## src/rtl/pipe_pkg.sv

```systemverilog
// Shared types and constants for the 5-stage pipeline control slice.
package pipe_pkg;

    typedef enum logic [0:0] {
        ST_RUN      = 1'b0,
        ST_MEM_WAIT = 1'b1
    } state_e;

    localparam logic [9:0] NOP_WB   = 10'b0;
    localparam logic [4:0] REG_ZERO = 5'd0;

endpackage

```

## src/rtl/hazard_detect.sv

```systemverilog
// Combinational load-use hazard compare between the load in EX and the sources of ID.
module hazard_detect
    import pipe_pkg::*;
(
    input  logic [4:0] id_rs,
    input  logic [4:0] id_rt,
    input  logic       id_uses_rt,
    input  logic       id_ex_mem_read,
    input  logic [4:0] id_ex_rt,
    output logic       load_use
);

    logic rs_match;
    logic rt_match;

    assign rs_match = (id_ex_rt == id_rs);
    assign rt_match = id_uses_rt && (id_ex_rt == id_rt);

    // $zero never carries a real dependency.
    assign load_use = id_ex_mem_read && (id_ex_rt != REG_ZERO) && (rs_match || rt_match);

endmodule

```

## src/rtl/pipe_hazard_ctrl.sv

```systemverilog
// Stall/flush sequencer: memory wait FSM, branch flush, load-use stall,
// sticky dmem timeout flag and debug event counters.
module pipe_hazard_ctrl
    import pipe_pkg::*;
#(
    parameter int unsigned MEM_TIMEOUT = 255,
    parameter int unsigned CNT_W       = 32
) (
    input  logic             clk,
    input  logic             rst,
    input  logic [4:0]       id_rs,
    input  logic [4:0]       id_rt,
    input  logic             id_uses_rt,
    input  logic             id_ex_mem_read,
    input  logic [4:0]       id_ex_rt,
    input  logic             ex_branch_taken,
    input  logic             ex_mem_mem_access,
    input  logic             dmem_ack,
    output logic             dmem_req,
    output logic             pc_en,
    output logic             if_id_en,
    output logic             id_ex_en,
    output logic             ex_mem_en,
    output logic             if_id_flush,
    output logic             id_ex_flush,
    output logic             mem_wb_bubble,
    output logic             mem_err,
    output logic [CNT_W-1:0] stall_cnt,
    output logic [CNT_W-1:0] flush_cnt
);

    localparam int unsigned WCNT_W = $clog2(MEM_TIMEOUT + 1);
    localparam logic [WCNT_W-1:0] WCNT_LAST = WCNT_W'(MEM_TIMEOUT - 1);

    state_e              state_q, state_d;
    logic [WCNT_W-1:0]   wcnt_q, wcnt_d;
    logic                mem_err_q;
    logic [CNT_W-1:0]    stall_cnt_q;
    logic [CNT_W-1:0]    flush_cnt_q;

    logic load_use;
    logic timeout;
    logic mem_stall;

    hazard_detect u_hazard_detect (
        .id_rs          (id_rs),
        .id_rt          (id_rt),
        .id_uses_rt     (id_uses_rt),
        .id_ex_mem_read (id_ex_mem_read),
        .id_ex_rt       (id_ex_rt),
        .load_use       (load_use)
    );

    assign timeout = (state_q == ST_MEM_WAIT) && !dmem_ack && (wcnt_q == WCNT_LAST);

    always_comb begin
        mem_stall = 1'b0;
        if (!rst) begin
            if (state_q == ST_RUN) begin
                mem_stall = ex_mem_mem_access && !dmem_ack;
            end else begin
                mem_stall = !dmem_ack && !timeout;
            end
        end
    end

    always_comb begin
        dmem_req      = 1'b0;
        pc_en         = 1'b0;
        if_id_en      = 1'b0;
        id_ex_en      = 1'b0;
        ex_mem_en     = 1'b0;
        if_id_flush   = 1'b0;
        id_ex_flush   = 1'b0;
        mem_wb_bubble = 1'b1;
        if (!rst) begin
            dmem_req = (state_q == ST_MEM_WAIT) || ex_mem_mem_access;
            if (!mem_stall) begin
                pc_en         = 1'b1;
                if_id_en      = 1'b1;
                id_ex_en      = 1'b1;
                ex_mem_en     = 1'b1;
                // A timed-out access still advances but its writeback is killed.
                mem_wb_bubble = timeout;
                if (ex_branch_taken) begin
                    if_id_flush = 1'b1;
                    id_ex_flush = 1'b1;
                end else if (load_use) begin
                    pc_en       = 1'b0;
                    if_id_en    = 1'b0;
                    id_ex_flush = 1'b1;
                end
            end
        end
    end

    always_comb begin
        state_d = state_q;
        wcnt_d  = wcnt_q;
        if (state_q == ST_RUN) begin
            wcnt_d = '0;
            if (ex_mem_mem_access && !dmem_ack) begin
                state_d = ST_MEM_WAIT;
            end
        end else begin
            if (dmem_ack || timeout) begin
                state_d = ST_RUN;
                wcnt_d  = '0;
            end else begin
                wcnt_d = wcnt_q + WCNT_W'(1);
            end
        end
    end

    always_ff @(posedge clk or posedge rst) begin
        if (rst) begin
            state_q     <= ST_RUN;
            wcnt_q      <= '0;
            mem_err_q   <= 1'b0;
            stall_cnt_q <= '0;
            flush_cnt_q <= '0;
        end else begin
            state_q <= state_d;
            wcnt_q  <= wcnt_d;
            if (timeout) begin
                mem_err_q <= 1'b1;
            end
            if (!pc_en) begin
                stall_cnt_q <= stall_cnt_q + CNT_W'(1);
            end
            if (if_id_flush) begin
                flush_cnt_q <= flush_cnt_q + CNT_W'(1);
            end
        end
    end

    assign mem_err   = mem_err_q;
    assign stall_cnt = stall_cnt_q;
    assign flush_cnt = flush_cnt_q;

endmodule

```

## config.mk

```make
export PLATFORM = sky130hd
export DESIGN_NAME = pipe_hazard_ctrl
export DESIGN_NICKNAME = d
export VERILOG_FILES = /design/src/rtl/pipe_pkg.sv /design/src/rtl/hazard_detect.sv /design/src/rtl/pipe_hazard_ctrl.sv
export SDC_FILE = /design/constraint.sdc
export NUM_CORES = 1
export LEC_CHECK = 0
export ABC_AREA = 1
export CAP_MARGIN = 40
export CORE_MARGIN = 2
export CORE_UTILIZATION = 64
export DETAILED_ROUTE_END_ITERATION = 12
export DONT_BUFFER_PORTS = 1
export PLACE_DENSITY = 0.86
export SYNTH_ARGS = -nofsm -noshare
export SYNTH_HDL_FRONTEND = slang
export SYNTH_HIERARCHICAL = 1
export SYNTH_SLANG_ARGS = --single-unit
```

## constraint.sdc

```tcl
create_clock -name clk -period 4.4 [get_ports clk]
set_input_delay 0.88 -clock clk [delete_from_list [all_inputs] [get_ports clk]]
set_output_delay 0.88 -clock clk [all_outputs]
set_load 0.03 [all_outputs]
```

# Word-level counts from Yosys, hierarchy flattened
# Cells that the tools add are included.
# totals
word_cells,47
output_inout_bits,73
regBits,74
in_bits,22
# op_classes
add_sub_neg,3
eq_ne,3
n_mux,23
reduce_logical,13
# op_table
op,count
$add 32x1->32 const B,2
$mux 1,21
$mux 8,2
$eq 5x5->1,2
$add 8x1->8 const B,1
$eq 8x8->1 const B,1
$logic_and 1x1->1,7
$reduce_bool 5->1,1
$logic_or 1x1->1,3
$logic_not 1->1,2

# Depth between registers and ports, before layout
# logic_depth
ltp_word,9
ltp_mapped,12
mapped_depth_nobuf,12

# Modules after synthesis
# The synthesis kept the hierarchy.
# modules_own_cells
module,cells_each,area_each_um2,instances,seq_area_each_um2
pipe_hazard_ctrl,709,4630.7,1,1851.8
hazard_detect,52,206.4,1,0.0

# Worst setup path before layout
# No wires, ideal clock.
# synth_path
path_kind,input port to output port
from,input port rst
to,output port pc_en
stages,5
path_buffers,2
arrival_time_ns,3.371
setup_slack_ns,0.149
required_time_ns,3.520
path_cell_list,inv_1 > nand3_4 > inv_4 > buf_8 > buf_4
# synth_via
elab_chain_len,3
# synth_lines
element,line,rtl
from (decl),pipe_hazard_ctrl.sv:10,"input logic rst,"
$mux 1,pipe_hazard_ctrl.sv:58,if (!rst) begin
$mux 1,--,
$mux 1 (*),--,
to (decl),pipe_hazard_ctrl.sv:20,"output logic pc_en,"
# Mark *: on every way between the ends. The rest lies on a longest branch, timed or not.

# Worst setup path after layout
# layout_path
from,register wcnt_q[0]
to,output port if_id_flush
# layout_via
elab_chain_len,8
# layout_lines
element,line,rtl
from (decl),pipe_hazard_ctrl.sv:36,"logic [WCNT_W-1:0] wcnt_q, wcnt_d;"
from (signal assigned),pipe_hazard_ctrl.sv:124,wcnt_q <= wcnt_d;
$eq 8x8->1,pipe_hazard_ctrl.sv:54,assign timeout = (state_q == ST_MEM_WAIT) && !dmem_ack && (wcnt_q == WCNT_LAST);
$logic_and 1x1->1,pipe_hazard_ctrl.sv:54,
$logic_not 1->1,pipe_hazard_ctrl.sv:62,mem_stall = !dmem_ack && !timeout;
$logic_and 1x1->1,pipe_hazard_ctrl.sv:62,
$mux 1,pipe_hazard_ctrl.sv:59,if (state_q == ST_RUN) begin
$mux 1,pipe_hazard_ctrl.sv:58,
$mux 1,pipe_hazard_ctrl.sv:78,if (!mem_stall) begin
$mux 1,pipe_hazard_ctrl.sv:76,if (!rst) begin
to (decl),pipe_hazard_ctrl.sv:24,"output logic if_id_flush,"
# Every way passes these cells.

==> impl_metrics.json <==
{
  "die_y_um": 90.94,
  "hold_violations": 0,
  "netlist.top_cell.by_area": "dfrtp_1",
  "fillCellCount": 670,
  "syn_inst": 761,
  "period_minus_slack_ps": 3214,
  "cts_buffer_depth": 2,
  "routed_via_density": 5.301,
  "clkTransAtPathRegs_ps": 80,
  "synthToLayoutAreaGrowth_pct": 6.001,
  "cts_sinks": 74,
  "grtUsageTotal_pct": 29.62,
  "fin_skew_ps": 8.832,
  "fin_setup_tns_ps": 0,
  "root_buffer": "clkbuf_8",
  "overflow": 0,
  "gp_congestion": 0.9139,
  "dp_hpwl_um": 8528,
  "die_area_um2": 8269,
  "cap_violations": 0,
  "drcViolationCount": 0,
  "slew_violations": 0,
  "cts_resized": 0,
  "cts_tree": "done",
  "port_buffers": 0,
  "end_kind": "output pin",
  "critPathLaunch": "wcnt_q[0]",
  "setup_viol": 0,
  "numPlacedInstances": 850,
  "grt_max_degree": 60,
  "timing.rr.start": "wcnt_q[0]",
  "worst_slew_pin_slew_ps": 756.6,
  "critPathRequiredTime_ps": 3520,
  "instances_no_fill": 865,
  "htree_levels": 3,
  "pin_count": 95,
  "start_kind": "register",
  "clock_latency_ps": 350,
  "grt_setup_unrepaired": "no",
  "grt_pass1_vias": 4417,
  "peakVddDrop_uv": 329.5,
  "power_density_nw_per_um2": 345.8,
  "fp.dieW_um": 90.94,
  "final_util_pct": 70.32,
  "slew_headroom_pct": 49.56,
  "seq_area_um2": 1852,
  "p_leak_uw": 0.002415,
  "wl_um": 11660,
  "seq_area_frac_synth_pct": 38.28,
  "ant_nets": 0,
  "nets": 788,
  "drive_gt1_share_pct": 5.352,
  "finalCritPeriodShare_pct": 73.04,
  "crit_type": "reg2out",
  "hp-class": "in2async",
  "vias": 4585,
  "yosys_warnings": 6,
  "multiInputGateArea_um2": 2608,
  "netlist_area_um2": 4837,
  "synthDistinctLibCells": 26,
  "fin_worst_hold_slack_ps": 360.7,
  "synth_area_per_cell_um2": 6.356,
  "synth_top_area_share_pct": 38.28,
  "start_util_pct": 66.33,
  "ys_ff_latch": 74,
  "cts_setup_buffers": 0,
  "grt_antenna_before_repair": 0,
  "synth.area.top_cells": "dfrtp_1 38%, nand2_1 27%, nor2_1 9.5%",
  "power.total_uw": 1773,
  "drt_iter0_drc": 247,
  "cts_buffers": 9,
  "synth_fp_nets": 787,
  "fmax_mhz": 311.2,
  "wl_per_cell_um": 13.48,
  "status": "finished clean",
  "grt_pass1_wl_um": 19940,
  "core-area_um2": 7292,
  "drtPass1Iterations": 5,
  "diodes": 0,
  "crit_fanout": 34,
  "fp-row-count": 31,
  "worstPathArrival_ps": 2330,
  "cts-hold-fix-buffers": 0
}
[worst max-delay path: stages, from the launching register on]
cell and delay [ps]:
dfrtp_1 420, inv_1 80, ha_1 140, nand2_1 50
nor2_1 120, nand2_2 110, nand2_4 110, nand3_4 290
inv_2 630
[stage by stage]
stage	instance area (um^2)	worst slack [ps]
after floorplan	4837	149.2
after global placement	4891	1347
after detailed placement	4896	1369
after CTS	5127	1167
after global routing	5127	967.0
final	5127	1186
[cells by family after synthesis]
logic type	Yosys count	synth area share [%]
adder cells (fa/ha/maj)	4	1.035
XOR/XNOR	21	3.802
AND/OR/NAND/NOR	547	46.43
buffers and inverters	90	7.812
flip-flops	74	38.28
AO/OA/AOI/OAI	25	2.638
[area by class of cell]
cell class,instances,share of cell area [%]
clock buffers,10,2.489
clock inverters,5,2.025
inverters,77,5.710
multi-input cells,597,50.85
flip-flops and latches,74,36.12
well taps,99,2.416
repair buffers,3,0.3904
[layer usage]
metal,track usage [%],vias to the layer above,wire length [um]
li1,-,2311,-
met5,0,-,0
met3,7.635,33,864
met1,35.40,2063,4810
met4,14.02,0,427
met2,49.88,178,5556
[flip-flops by register name, summed over array words and instances (netlist names)]
| name | count |
|---|---|
| state_q | 1 |
| mem_err | 1 |
| wcnt_q | 8 |
| flush_cnt | 32 |
| stall_cnt | 32 |
[path summary, 6_finish.rpt]
| check | to | slack (ps) | cells past startpoint |
|---|---|---|---|
| max in group asynchronous | flush_cnt[10] | 2960 | 2 |
| setup / recovery | if_id_flush | 1190 | 8 |
| setup reg to reg | flush_cnt[10] | 2040 | 11 |
| min in group clk | wcnt_q[0] | 510 | 1 |
| hold reg to reg | wcnt_q[0] | 510 | 1 |
| hold / removal | flush_cnt[3] | 360 | 1 |
[power by group]
group	total, uW	switching (uW)	internal [uW]
sequential	914	184	731
combinational	224	148	75.5
clock	635	261	374
[layout by cell type (no fill, tap or decap)]
cell type,n
nand3_1,32
clkbuf_1,1
xnor2_1,5
inv_1,71
nand4_1,2
a21oi_1,3
inv_2,4
nand2_2,9
clkinv_2,2
inv_4,1
nand2_1,351
nor2_2,6
buf_4,2
clkinv_4,1
o21ai_1,17
nor2_1,122
ha_1,4
buf_2,1
bufinv_16,3
o21bai_1,1
nand2_4,1
clkbuf_8,9
nor3_1,3
xor2_1,16
nor3b_1,1
o21ai_0,4
nand3b_1,18
dfrtp_1,74
nand3_4,2
[cell usage after synthesis, drive strengths merged]
master and number:
a21oi 3, buf 12, clkbuf 1, dfrtp 74
ha 4, inv 77, nand2 361, nand3 34
nand3b 18, nand4 2, nor2 128, nor3 3
nor3b 1, o21ai 21, o21bai 1, xnor2 5
xor2 16
Power figures use the tool's default switching activity.
